## config.mk

```make
export PLATFORM = sky130hd
export DESIGN_NAME = ip_checksum_ttl_rewrite_flat
export DESIGN_NICKNAME = d
export VERILOG_FILES = /design/src/rtl/ip_checksum_ttl_rewrite_pkg.sv /design/src/rtl/ip_checksum_ttl_rewrite_if.sv /design/src/rtl/ip_checksum_ttl_rewrite_csum_fold16.sv /design/src/rtl/ip_checksum_ttl_rewrite.sv /design/src/flat_wrapper.sv
export SDC_FILE = /design/constraint.sdc
export NUM_CORES = 2
export LEC_CHECK = 0
export BUFFER_PORTS_ARGS = -buffer_cell sky130_fd_sc_hd__buf_2
export CORE_AREA = 8 8 338 505
export DETAILED_ROUTE_END_ITERATION = 8
export DIE_AREA = 0 0 346 513
export SYNTH_ARGS = -nofsm -noshare
export SYNTH_HDL_FRONTEND = slang
export SYNTH_SLANG_ARGS = --single-unit
```

## constraint.sdc

```tcl
create_clock -name AXI_ACLK -period 25.4 [get_ports AXI_ACLK]
set_clock_uncertainty 0.2 [all_clocks]
set_input_delay 5.08 -clock AXI_ACLK [delete_from_list [all_inputs] [get_ports AXI_ACLK]]
set_output_delay 5.08 -clock AXI_ACLK [all_outputs]
set_load 0.02 [all_outputs]
```

## src/rtl/ip_checksum_ttl_rewrite_pkg.sv

```systemverilog
// Shared constants, types and helpers for the IPv4 checksum check / TTL rewrite stage.
// Field positions are bit indices into beat 0 of a 256-bit stream word (bit 255 = first byte MSB).
package ip_checksum_ttl_rewrite_pkg;

  localparam int DATA_W = 256;
  localparam int STRB_W = 32;
  localparam int USER_W = 128;

  localparam int ETHERTYPE_HI = 159;
  localparam int ETHERTYPE_LO = 144;
  localparam int TTL_HI       = 79;
  localparam int TTL_LO       = 72;
  localparam int PROTO_HI     = 71;
  localparam int PROTO_LO     = 64;
  localparam int CSUM_HI      = 63;
  localparam int CSUM_LO      = 48;

  localparam logic [15:0] ETHERTYPE_IPV4 = 16'h0800;

  typedef enum logic [2:0] {
    WAIT_H0   = 3'd0,
    WAIT_H1   = 3'd1,
    EMIT_H0   = 3'd2,
    EMIT_H1   = 3'd3,
    EMIT_LAST = 3'd4,
    PAYLOAD   = 3'd5
  } state_e;

  typedef struct packed {
    logic [DATA_W-1:0] data;
    logic [STRB_W-1:0] strb;
    logic [USER_W-1:0] user;
    logic              last;
  } beat_t;

  function automatic logic [31:0] sat_inc(input logic [31:0] v, input logic en);
    return (en && (v != 32'hFFFF_FFFF)) ? v + 32'd1 : v;
  endfunction

endpackage

```

## src/rtl/ip_checksum_ttl_rewrite_if.sv

```systemverilog
// AXI4-Stream bundle used for both the input and output side of the rewrite stage.
interface ip_checksum_ttl_rewrite_if;
  import ip_checksum_ttl_rewrite_pkg::*;

  logic [DATA_W-1:0] tdata;
  logic [STRB_W-1:0] tstrb;
  logic [USER_W-1:0] tuser;
  logic              tvalid;
  logic              tready;
  logic              tlast;

  modport master (output tdata, tstrb, tuser, tvalid, tlast, input tready);
  modport slave  (input tdata, tstrb, tuser, tvalid, tlast, output tready);

endinterface

```

## src/rtl/ip_checksum_ttl_rewrite_csum_fold16.sv

```systemverilog
// Ones'-complement fold of a 33-bit sum down to 16 bits with full end-around carry.
module ip_checksum_ttl_rewrite_csum_fold16 (
  input  logic [32:0] sum_i,
  output logic [15:0] fold_o
);

  logic [17:0] f1;
  logic [16:0] f2;

  assign f1     = {2'b00, sum_i[15:0]} + {1'b0, sum_i[32:16]};
  // second carry can still ripple out of the low half, hence a third add
  assign f2     = {1'b0, f1[15:0]} + {15'd0, f1[17:16]};
  assign fold_o = f2[15:0] + {15'd0, f2[16]};

endmodule

```

## src/rtl/ip_checksum_ttl_rewrite.sv

```systemverilog
// Validates the IPv4 header checksum from upstream partial sums, decrements TTL with an
// incremental checksum update, and tags bad-checksum / TTL-expired / runt packets for the CPU path.
module ip_checksum_ttl_rewrite
  import ip_checksum_ttl_rewrite_pkg::*;
#(
  parameter int EXC_BIT_POS = 32
) (
  input  logic                      AXI_ACLK,
  input  logic                      AXI_RESET,
  ip_checksum_ttl_rewrite_if.slave  s_axis,
  ip_checksum_ttl_rewrite_if.master m_axis,
  input  logic [31:0]               csum_a,
  input  logic [31:0]               csum_b,
  output logic [31:0]               bad_csum_count,
  output logic [31:0]               ttl_exp_count,
  output logic [31:0]               runt_count
);

  // state     | meaning
  // WAIT_H0   | accept header beat 0
  // WAIT_H1   | accept header beat 1, evaluate checksum/TTL, rewrite beat 0
  // EMIT_H0   | present (possibly rewritten) beat 0
  // EMIT_H1   | present beat 1 unchanged
  // EMIT_LAST | present a single-beat (runt) packet
  // PAYLOAD   | combinational pass-through until TLAST
  state_e state_q, state_d;

  beat_t       h0_q, h1_q, h0_mod, s_beat, m_out;
  logic [31:0] bad_q, ttl_exp_q, runt_q;
  logic        s_tready, m_tvalid;

  logic [15:0] fold_ab, fold_rw, hc, m_old, m_new;
  logic [7:0]  ttl;
  logic [17:0] rw_sum;
  logic        is_ipv4, csum_ok, flag_bad, flag_ttl, do_rw;
  logic        h0_take, h1_take;

  assign s_beat = {s_axis.tdata, s_axis.tstrb, s_axis.tuser, s_axis.tlast};

  assign ttl     = h0_q.data[TTL_HI:TTL_LO];
  assign hc      = h0_q.data[CSUM_HI:CSUM_LO];
  assign m_old   = {ttl, h0_q.data[PROTO_HI:PROTO_LO]};
  assign m_new   = {ttl - 8'd1, h0_q.data[PROTO_HI:PROTO_LO]};
  assign rw_sum  = {2'b00, ~hc} + {2'b00, ~m_old} + {2'b00, m_new};
  assign is_ipv4 = (h0_q.data[ETHERTYPE_HI:ETHERTYPE_LO] == ETHERTYPE_IPV4);

  ip_checksum_ttl_rewrite_csum_fold16 u_fold_valid (
    .sum_i  ({1'b0, csum_a} + {1'b0, csum_b}),
    .fold_o (fold_ab)
  );

  ip_checksum_ttl_rewrite_csum_fold16 u_fold_rw (
    .sum_i  ({15'd0, rw_sum}),
    .fold_o (fold_rw)
  );

  // a bad checksum masks the TTL check so each packet lands in exactly one counter
  assign csum_ok  = (fold_ab == 16'hFFFF);
  assign flag_bad = is_ipv4 && !csum_ok;
  assign flag_ttl = is_ipv4 && csum_ok && (ttl <= 8'd1);
  assign do_rw    = is_ipv4 && csum_ok && (ttl > 8'd1);

  always_comb begin
    h0_mod = h0_q;
    if (do_rw) begin
      h0_mod.data[TTL_HI:TTL_LO]   = ttl - 8'd1;
      h0_mod.data[CSUM_HI:CSUM_LO] = ~fold_rw;
    end
    if (flag_bad || flag_ttl) h0_mod.user[EXC_BIT_POS] = 1'b1;
  end

  always_ff @(posedge AXI_ACLK) begin
    if (AXI_RESET) state_q <= WAIT_H0;
    else           state_q <= state_d;
  end

  always_comb begin
    state_d  = state_q;
    s_tready = 1'b0;
    m_tvalid = 1'b0;
    m_out    = '0;
    case (state_q)
      WAIT_H0: begin
        s_tready = 1'b1;
        if (s_axis.tvalid) state_d = s_axis.tlast ? EMIT_LAST : WAIT_H1;
      end
      WAIT_H1: begin
        s_tready = 1'b1;
        if (s_axis.tvalid) state_d = EMIT_H0;
      end
      EMIT_H0: begin
        m_tvalid = 1'b1;
        m_out    = h0_q;
        if (m_axis.tready) state_d = EMIT_H1;
      end
      EMIT_H1: begin
        m_tvalid = 1'b1;
        m_out    = h1_q;
        if (m_axis.tready) state_d = h1_q.last ? WAIT_H0 : PAYLOAD;
      end
      EMIT_LAST: begin
        m_tvalid = 1'b1;
        m_out    = h0_q;
        if (m_axis.tready) state_d = WAIT_H0;
      end
      PAYLOAD: begin
        s_tready = m_axis.tready;
        m_tvalid = s_axis.tvalid;
        m_out    = s_beat;
        if (s_axis.tvalid && m_axis.tready && s_axis.tlast) state_d = WAIT_H0;
      end
      default: state_d = WAIT_H0;
    endcase
    if (AXI_RESET) begin
      s_tready = 1'b0;
      m_tvalid = 1'b0;
    end
  end

  assign h0_take = (state_q == WAIT_H0) && s_axis.tvalid;
  assign h1_take = (state_q == WAIT_H1) && s_axis.tvalid;

  always_ff @(posedge AXI_ACLK) begin
    if (AXI_RESET) begin
      h0_q      <= '0;
      h1_q      <= '0;
      bad_q     <= '0;
      ttl_exp_q <= '0;
      runt_q    <= '0;
    end else begin
      if (h0_take) begin
        h0_q <= s_beat;
        if (s_axis.tlast) h0_q.user[EXC_BIT_POS] <= 1'b1;
      end
      if (h1_take) begin
        h1_q <= s_beat;
        h0_q <= h0_mod;
      end
      runt_q    <= sat_inc(runt_q, h0_take && s_axis.tlast);
      bad_q     <= sat_inc(bad_q, h1_take && flag_bad);
      ttl_exp_q <= sat_inc(ttl_exp_q, h1_take && flag_ttl);
    end
  end

  assign s_axis.tready = s_tready;
  assign m_axis.tvalid = m_tvalid;
  assign m_axis.tdata  = m_out.data;
  assign m_axis.tstrb  = m_out.strb;
  assign m_axis.tuser  = m_out.user;
  assign m_axis.tlast  = m_out.last;

  assign bad_csum_count = bad_q;
  assign ttl_exp_count  = ttl_exp_q;
  assign runt_count     = runt_q;

endmodule

```

## src/flat_wrapper.sv

```systemverilog
// flat-port wrapper written by rule: the top's interface ports become plain ports
module ip_checksum_ttl_rewrite_flat import ip_checksum_ttl_rewrite_pkg::*;
#(
  parameter int EXC_BIT_POS = 32
)
  (AXI_ACLK, AXI_RESET, csum_a, csum_b, bad_csum_count, ttl_exp_count, runt_count, s_axis_tdata, s_axis_tstrb, s_axis_tuser, s_axis_tvalid, s_axis_tlast, s_axis_tready, m_axis_tdata, m_axis_tstrb, m_axis_tuser, m_axis_tvalid, m_axis_tlast, m_axis_tready);
  ip_checksum_ttl_rewrite_if s_axis_i ();
  ip_checksum_ttl_rewrite_if m_axis_i ();
  input  logic AXI_ACLK;
  input  logic AXI_RESET;
  input  logic [31:0] csum_a;
  input  logic [31:0] csum_b;
  output logic [31:0] bad_csum_count;
  output logic [31:0] ttl_exp_count;
  output logic [31:0] runt_count;
  input wire logic [$bits(s_axis_i.tdata)-1:0] s_axis_tdata;
  input wire logic [$bits(s_axis_i.tstrb)-1:0] s_axis_tstrb;
  input wire logic [$bits(s_axis_i.tuser)-1:0] s_axis_tuser;
  input wire logic [$bits(s_axis_i.tvalid)-1:0] s_axis_tvalid;
  input wire logic [$bits(s_axis_i.tlast)-1:0] s_axis_tlast;
  output wire logic [$bits(s_axis_i.tready)-1:0] s_axis_tready;
  output wire logic [$bits(m_axis_i.tdata)-1:0] m_axis_tdata;
  output wire logic [$bits(m_axis_i.tstrb)-1:0] m_axis_tstrb;
  output wire logic [$bits(m_axis_i.tuser)-1:0] m_axis_tuser;
  output wire logic [$bits(m_axis_i.tvalid)-1:0] m_axis_tvalid;
  output wire logic [$bits(m_axis_i.tlast)-1:0] m_axis_tlast;
  input wire logic [$bits(m_axis_i.tready)-1:0] m_axis_tready;
  assign s_axis_i.tdata = s_axis_tdata;
  assign s_axis_i.tstrb = s_axis_tstrb;
  assign s_axis_i.tuser = s_axis_tuser;
  assign s_axis_i.tvalid = s_axis_tvalid;
  assign s_axis_i.tlast = s_axis_tlast;
  assign s_axis_tready = s_axis_i.tready;
  assign m_axis_tdata = m_axis_i.tdata;
  assign m_axis_tstrb = m_axis_i.tstrb;
  assign m_axis_tuser = m_axis_i.tuser;
  assign m_axis_tvalid = m_axis_i.tvalid;
  assign m_axis_tlast = m_axis_i.tlast;
  assign m_axis_i.tready = m_axis_tready;
  ip_checksum_ttl_rewrite #(.EXC_BIT_POS(EXC_BIT_POS)) u_core (.AXI_ACLK(AXI_ACLK), .AXI_RESET(AXI_RESET), .s_axis(s_axis_i), .m_axis(m_axis_i), .csum_a(csum_a), .csum_b(csum_b), .bad_csum_count(bad_csum_count), .ttl_exp_count(ttl_exp_count), .runt_count(runt_count));
endmodule
```

Word level (Yosys, flattened, before mapping)
Index checks and enable logic that the tools add are counted.

Register bits after elaboration: 933. Output and inout port bits: 515.

Add/subtract/negate cells: 13. Magnitude comparators: 2. Eq/ne operators: 18. Multiplexer cells: 20. Bitwise gates (word level): 4. Reduce and logical (&&, ||, !) cells: 25.

Operators by type and width (number): case mux 417 bit (3 select lines) (1); 2-to-1 mux 241 bit (2); adder 32 x 1 -> 32 bit, second input constant (3); inequality test 32 bit, second input constant (3); adder 16 x 2 -> 17 bit (3); inverter 16 bit (3); adder 32 x 32 -> 33 bit (1); adder 16 x 1 -> 16 bit (2); 2-to-1 mux 3 bit (8); adder 16 x 17 -> 18 bit (1); adder 18 x 16 -> 18 bit (1); case mux 3 bit (6 select lines) (1); adder 16 x 16 -> 17 bit (1); == test 16 x 12 -> 1 bit, second input constant (1); == test 16 bit, second input constant (1); 2-to-1 mux 16 bit (1); logical AND 1 bit (14); inequality test 2 bit, second input constant (6); greater-than comparator 8 x 1 -> 1 bit, second input constant (1); less-or-equal comparator 8 x 1 -> 1 bit, second input constant (1); 2-to-1 mux 8 bit (1); subtractor 8 x 1 -> 8 bit, second input constant (1); == test 3 x 2 -> 1 bit, second input constant (2); == test 3 bit, second input constant (2); other kinds (13) (21).

Logic depth before layout (Yosys ltp)
Word-level depth: 10. Mapped depth: 50.

Modules after synthesis
A second synthesis with hierarchy kept.

Cell total of the unflattened synthesis: 6956. Area, all modules: 49570.0 um^2.

Modules (own cells, without submodules): ip_checksum_ttl_rewrite (instances 1, cells each 6492, area an instance 46174.3 um^2); ip_checksum_ttl_rewrite_csum_fold16 (instances 2, cells each 232, area an instance 1697.9 um^2).

Worst setup path before layout
Ideal clock, no wire load.

Path type: input to register. Start point: in csum_a[0]. End point: reg u_core.ttl_exp_q[16], in the netlist u_core.ttl_exp_count[16]. Library setup time: 0.123 ns. Arrival time: 13.854 ns. Required time: 25.077 ns. Setup slack: 11.223 ns. Cell stages on the path: 48. Cells stage by stage: ha_1 > inv_1 > fa_1 > nor2b_1 > o21ai_0 > a21boi_0 > o21ai_0 > a21oi_1 > a221oi_1 > o21ai_0 > nand4_1 > nand2_1 > a21o_1 > a211oi_1 > nor3_1 > ha_1 > clkbuf_1 > a21o_1 > (+12 left out) > clkbuf_1 > nand4_1 > nor4_4 > nor4b_1 > ha_1 > and3_1 > clkbuf_1 > maj3_1 > a31oi_1 > a2111oi_0 > nand3_1 > nor4_4 > nand3b_4 > nor4_4 > and2_1 > buf_4 > and4_1 > mux2_1.

Cells in the longest elaborated chain, start to end: 9.

RTL lines: from (decl) (RTL line flat_wrapper.sv:11) `input logic [31:0] csum_a;`; adder 32 x 32 -> 33 bit (RTL line ip_checksum_ttl_rewrite.sv:48) `.sum_i ({1'b0, csum_a} + {1'b0, csum_b}),`; adder 16 x 17 -> 18 bit (RTL line ip_checksum_ttl_rewrite_csum_fold16.sv:10) `assign f1 = {2'b00, sum_i[15:0]} + {1'b0, sum_i[32:16]};`; adder 16 x 2 -> 17 bit (RTL line ip_checksum_ttl_rewrite_csum_fold16.sv:12) `assign f2 = {1'b0, f1[15:0]} + {15'd0, f1[17:16]};`; adder 16 x 1 -> 16 bit (RTL line ip_checksum_ttl_rewrite_csum_fold16.sv:13) `assign fold_o = f2[15:0] + {15'd0, f2[16]};`; == test 16 bit (RTL line ip_checksum_ttl_rewrite.sv:58) `assign csum_ok = (fold_ab == 16'hFFFF);`; logical AND 1 bit (2 in series) (RTL line ip_checksum_ttl_rewrite.sv:60) `assign flag_ttl = is_ipv4 && csum_ok && (ttl <= 8'd1);`; logical AND 1 bit (RTL line ip_checksum_ttl_rewrite.sv:141) `ttl_exp_q <= sat_inc(ttl_exp_q, h1_take && flag_ttl);`; logical AND 1 bit (RTL line ip_checksum_ttl_rewrite_pkg.sv:37) `return (en && (v != 32'hFFFF_FFFF)) ? v + 32'd1 : v;`; to (signal assigned) (RTL line ip_checksum_ttl_rewrite.sv:141); to (decl) (RTL line ip_checksum_ttl_rewrite.sv:29) `logic [31:0] bad_q, ttl_exp_q, runt_q;`.

Every way passes these cells. A chain may end at the register's enable or synchronous reset.

Worst setup path in the final report
Ends and elaborated chain as after synthesis.

==> summary.txt <==
Leading area contributor after synthesis = dfxtp_1
Count of distinct cell types in the synthesized netlist = 91
Gpl congestion = 0.846
Worst r2r dst = u_core.h0_q[223]
Final wirelength = 190 mm
Post-synth top cells = 1,729 x a21oi_1, 1,721 x nand2_1, 933 x dfxtp_1
Worst slew pin tran = 1.28 ns
Via-to-Cell Ratio = 5.30
Most frequent cell after synthesis = a21oi_1
Worst Path Required = 25.79 ns
Critical Path Fanout Max = 10
LEAKAGE = 22.3 nW
Clock Sinks = 933
Worst Setup End Kind = flop
Critical R2R Launch = u_core.h0_mod[225]
CP dominant cell by count = ha_1
Number of gates resized after CTS = 0
Mapped Avg Cell Area = 7.11 sq um
Highest Clock Rate = 0.0649 GHz
Detailed Routing Iterations Pass 1 = 6
Arr. time, crit path = 15.81 ns
Power Density = 74.7 nW/um^2
Type of the tightest min-delay check = reg2reg
Die Area = 177,000 sq um
Gr usage total = 19.7%
Post-Place Worst Slack = 9.39 ns
Yosys warns = 0
Cts hold-fix bufs = 0
WL per Instance = 19.6 microns
HPWL Detailed = 130 mm
Synth area leaders = dfxtp_1 38%, a21oi_1 18%, nand2_1 13%
Utilization after layout = 35.8%
Worst-skew pair later-pin latency = 0.72 ns
Top_reg_cell synth = dfxtp_1
Yosys reg bits = 933
Maximum vdd ir drop = 0.0646 mV
Post-synth EDFFs = 0
Crit path max-delay family = compound AO/OA/AOI/OAI gates
Post CTS Setup Buffer Count = 0
Worst-path clk slew = 0.06 ns
Maxcap violations = 0
CTS Root Cell = clkbuf_16
Reg2Reg Depth = 47
Syn-to-layout area delta = 19.8%
DR iter-0 viols = 3,739
Mapped Area = 48,700 sq um
Syn nets = 7,427
Clk buf depth = 3
Stages on worst setup path = 45
Starting Density = 29.9%
Min Tclk post-route = 15.42 ns
TritonCTS clock tree = built
Filler cells = 17,300
Max transition margin = 14.7%
CP max stage cell = nor4_4
Crit path kind = in2reg
Initial antenna violation count = 89
Final worst path period share = 60.7%
Hold Vio Cnt, Final = 0
Post-synthesis sequential area ratio = 38.4%
Result of the run = finished, final reports clean
CP endpoint = u_core.ttl_exp_count[16]
CP Buf/Inv Count = 2
Final Worst Setup Slack = 9.98 ns
Final slew viol count = 0
Setup Total Neg Slack = 0 ns
Ports = 1,000
Post-synthesis cell count = 6,842
Final setup violation count = 0
Slowest stage delay, CP = 0.55 ns
Worst Setup SP = csum_a[0]
Startpoint types = input port
RSZ-0062 raised after global routing = false
Vias in the first global route = 47,200
Share of layout cells above drive strength 1 = 16.9%
Ys async rst share = 0%
First-pass GRT wire length = 284 mm
Final Power = 4.36 mW
IO Port Bufs = 999
CTS Buf Count = 98
Core region area = 163,000 sq um
Top-area cell type share of the netlist area = 38.4%
R2R Setup Slk = 13.63 ns
FP Rows = 182
Residual DRC = 0
Total global routing overflow = 0
CTS H-Tree Depth = 3
Die width = 346 microns
Die H = 513 microns
Final nets = 8,029
Antenna Violating Nets Remaining = 0
Via count = 51,300
Largest net degree at the start of global routing = 217
-- metrics by stage --
step           instances  area [sq um]  hold slack [ns]
2_1_floorplan       6842         48700            0.232
3_3_place_gp        9460         54800            0.236
3_5_place_dp        9460         54800            0.242
4_1_cts             9642         58200            0.250
5_1_grt             9656         58300            0.263
6_report            9677         58300            0.247
-- layout make-up --
type	count	area (sq um)	area share (%)
Antenna cell	35	87.6	0.150
Clock buffer	126	2750	4.71
Clock inverter	56	676	1.16
Inverter	62	233	0.399
Multi-Input combinational cell	5300	27800	47.6
Sequential cell	933	18700	32.0
Tap cell	2116	2650	4.54
Timing Repair Buffer	1049	5500	9.43
-- report_power, final --
group / leakage (nW) / internal (mW) / switching (mW)
registers: 7.59 / 1.54 / 0.0373
logic: 13.1 / 0.425 / 0.810
clock network: 1.69 / 0.875 / 0.669
total: 22.3 / 2.84 / 1.52
-- worst min-delay path, cell delays in order, from the launching register on --
cell	delay (ns)
dfxtp_1	0.30
nand2_1	0.05
a21oi_1	0.05
-- sequential cells by signal, indices dropped and copies added, names as in the netlist --
register,count
u_core.h1_q,417
u_core.h0_mod,392
u_core.bad_csum_count,32
u_core.runt_count,32
u_core.ttl_exp_count,32
u_core.h0_q,25
u_core.state_q,3
-- worst min-delay path by stage --
stage | cells after the start | to | slack, ns | startpoint
final | 2 | u_core.h0_mod[77] | 0.25 | u_core.h0_mod[77]
after global routing | 2 | u_core.h0_mod[132] | 0.26 | u_core.h0_mod[132]
after CTS | 2 | u_core.h0_mod[135] | 0.25 | u_core.h0_mod[135]
after detailed placement | 2 | u_core.h0_mod[359] | 0.24 | u_core.h0_mod[359]
after global placement | 2 | u_core.h0_mod[257] | 0.24 | u_core.h0_mod[257]
after floorplan | 2 | u_core.h0_mod[100] | 0.23 | u_core.h0_mod[100]
-- layer usage --
layer | GRT usage [%] | vias up | wire length [microns]
li1 | - | 24900 | -
met1 | 23.4 | 24200 | 75900
met2 | 33.0 | 1819 | 88900
met3 | 7.40 | 343 | 19200
met4 | 6.20 | 78 | 5650
met5 | 0 | - | 483
-- cell families after synthesis --
family | Yosys count | synth area share [%]
XOR/XNOR | 178 | 3.22
AO/OA/AOI/OAI | 2384 | 26.7
multiplexers | 18 | 0.401
adder cells (fa/ha/maj) | 101 | 2.67
flip-flops | 933 | 38.4
buffers and inverters | 609 | 4.74
AND/OR/NAND/NOR | 2619 | 23.9
-- cells in the final DEF (no fill, tap or decap), types with 11 or more instances in the layout --
cell,Yosys,layout
a211oi_1,15,15
a21o_1,25,25
a21oi_1,1729,1729
a22oi_1,22,22
a31oi_1,11,11
and3_1,30,29
and4_1,11,11
buf_2,6,998
buf_4,1,41
clkbuf_16,0,99
clkbuf_8,0,17
clkinv_2,0,28
dfxtp_1,933,932
diode_2,0,35
ha_1,95,95
inv_1,61,61
nand2_1,1721,1719
nand2b_1,17,16
nand3_1,64,63
nand4_1,34,34
nor2_1,204,204
nor2b_1,405,405
nor3_1,39,39
nor4_1,28,26
o21a_1,14,14
o21ai_0,62,62
o22ai_1,416,416
o31ai_1,11,11
or3_1,14,14
or4_1,11,11
xnor2_1,95,95
xor2_1,82,82
Power figures use the tool's default switching activity.
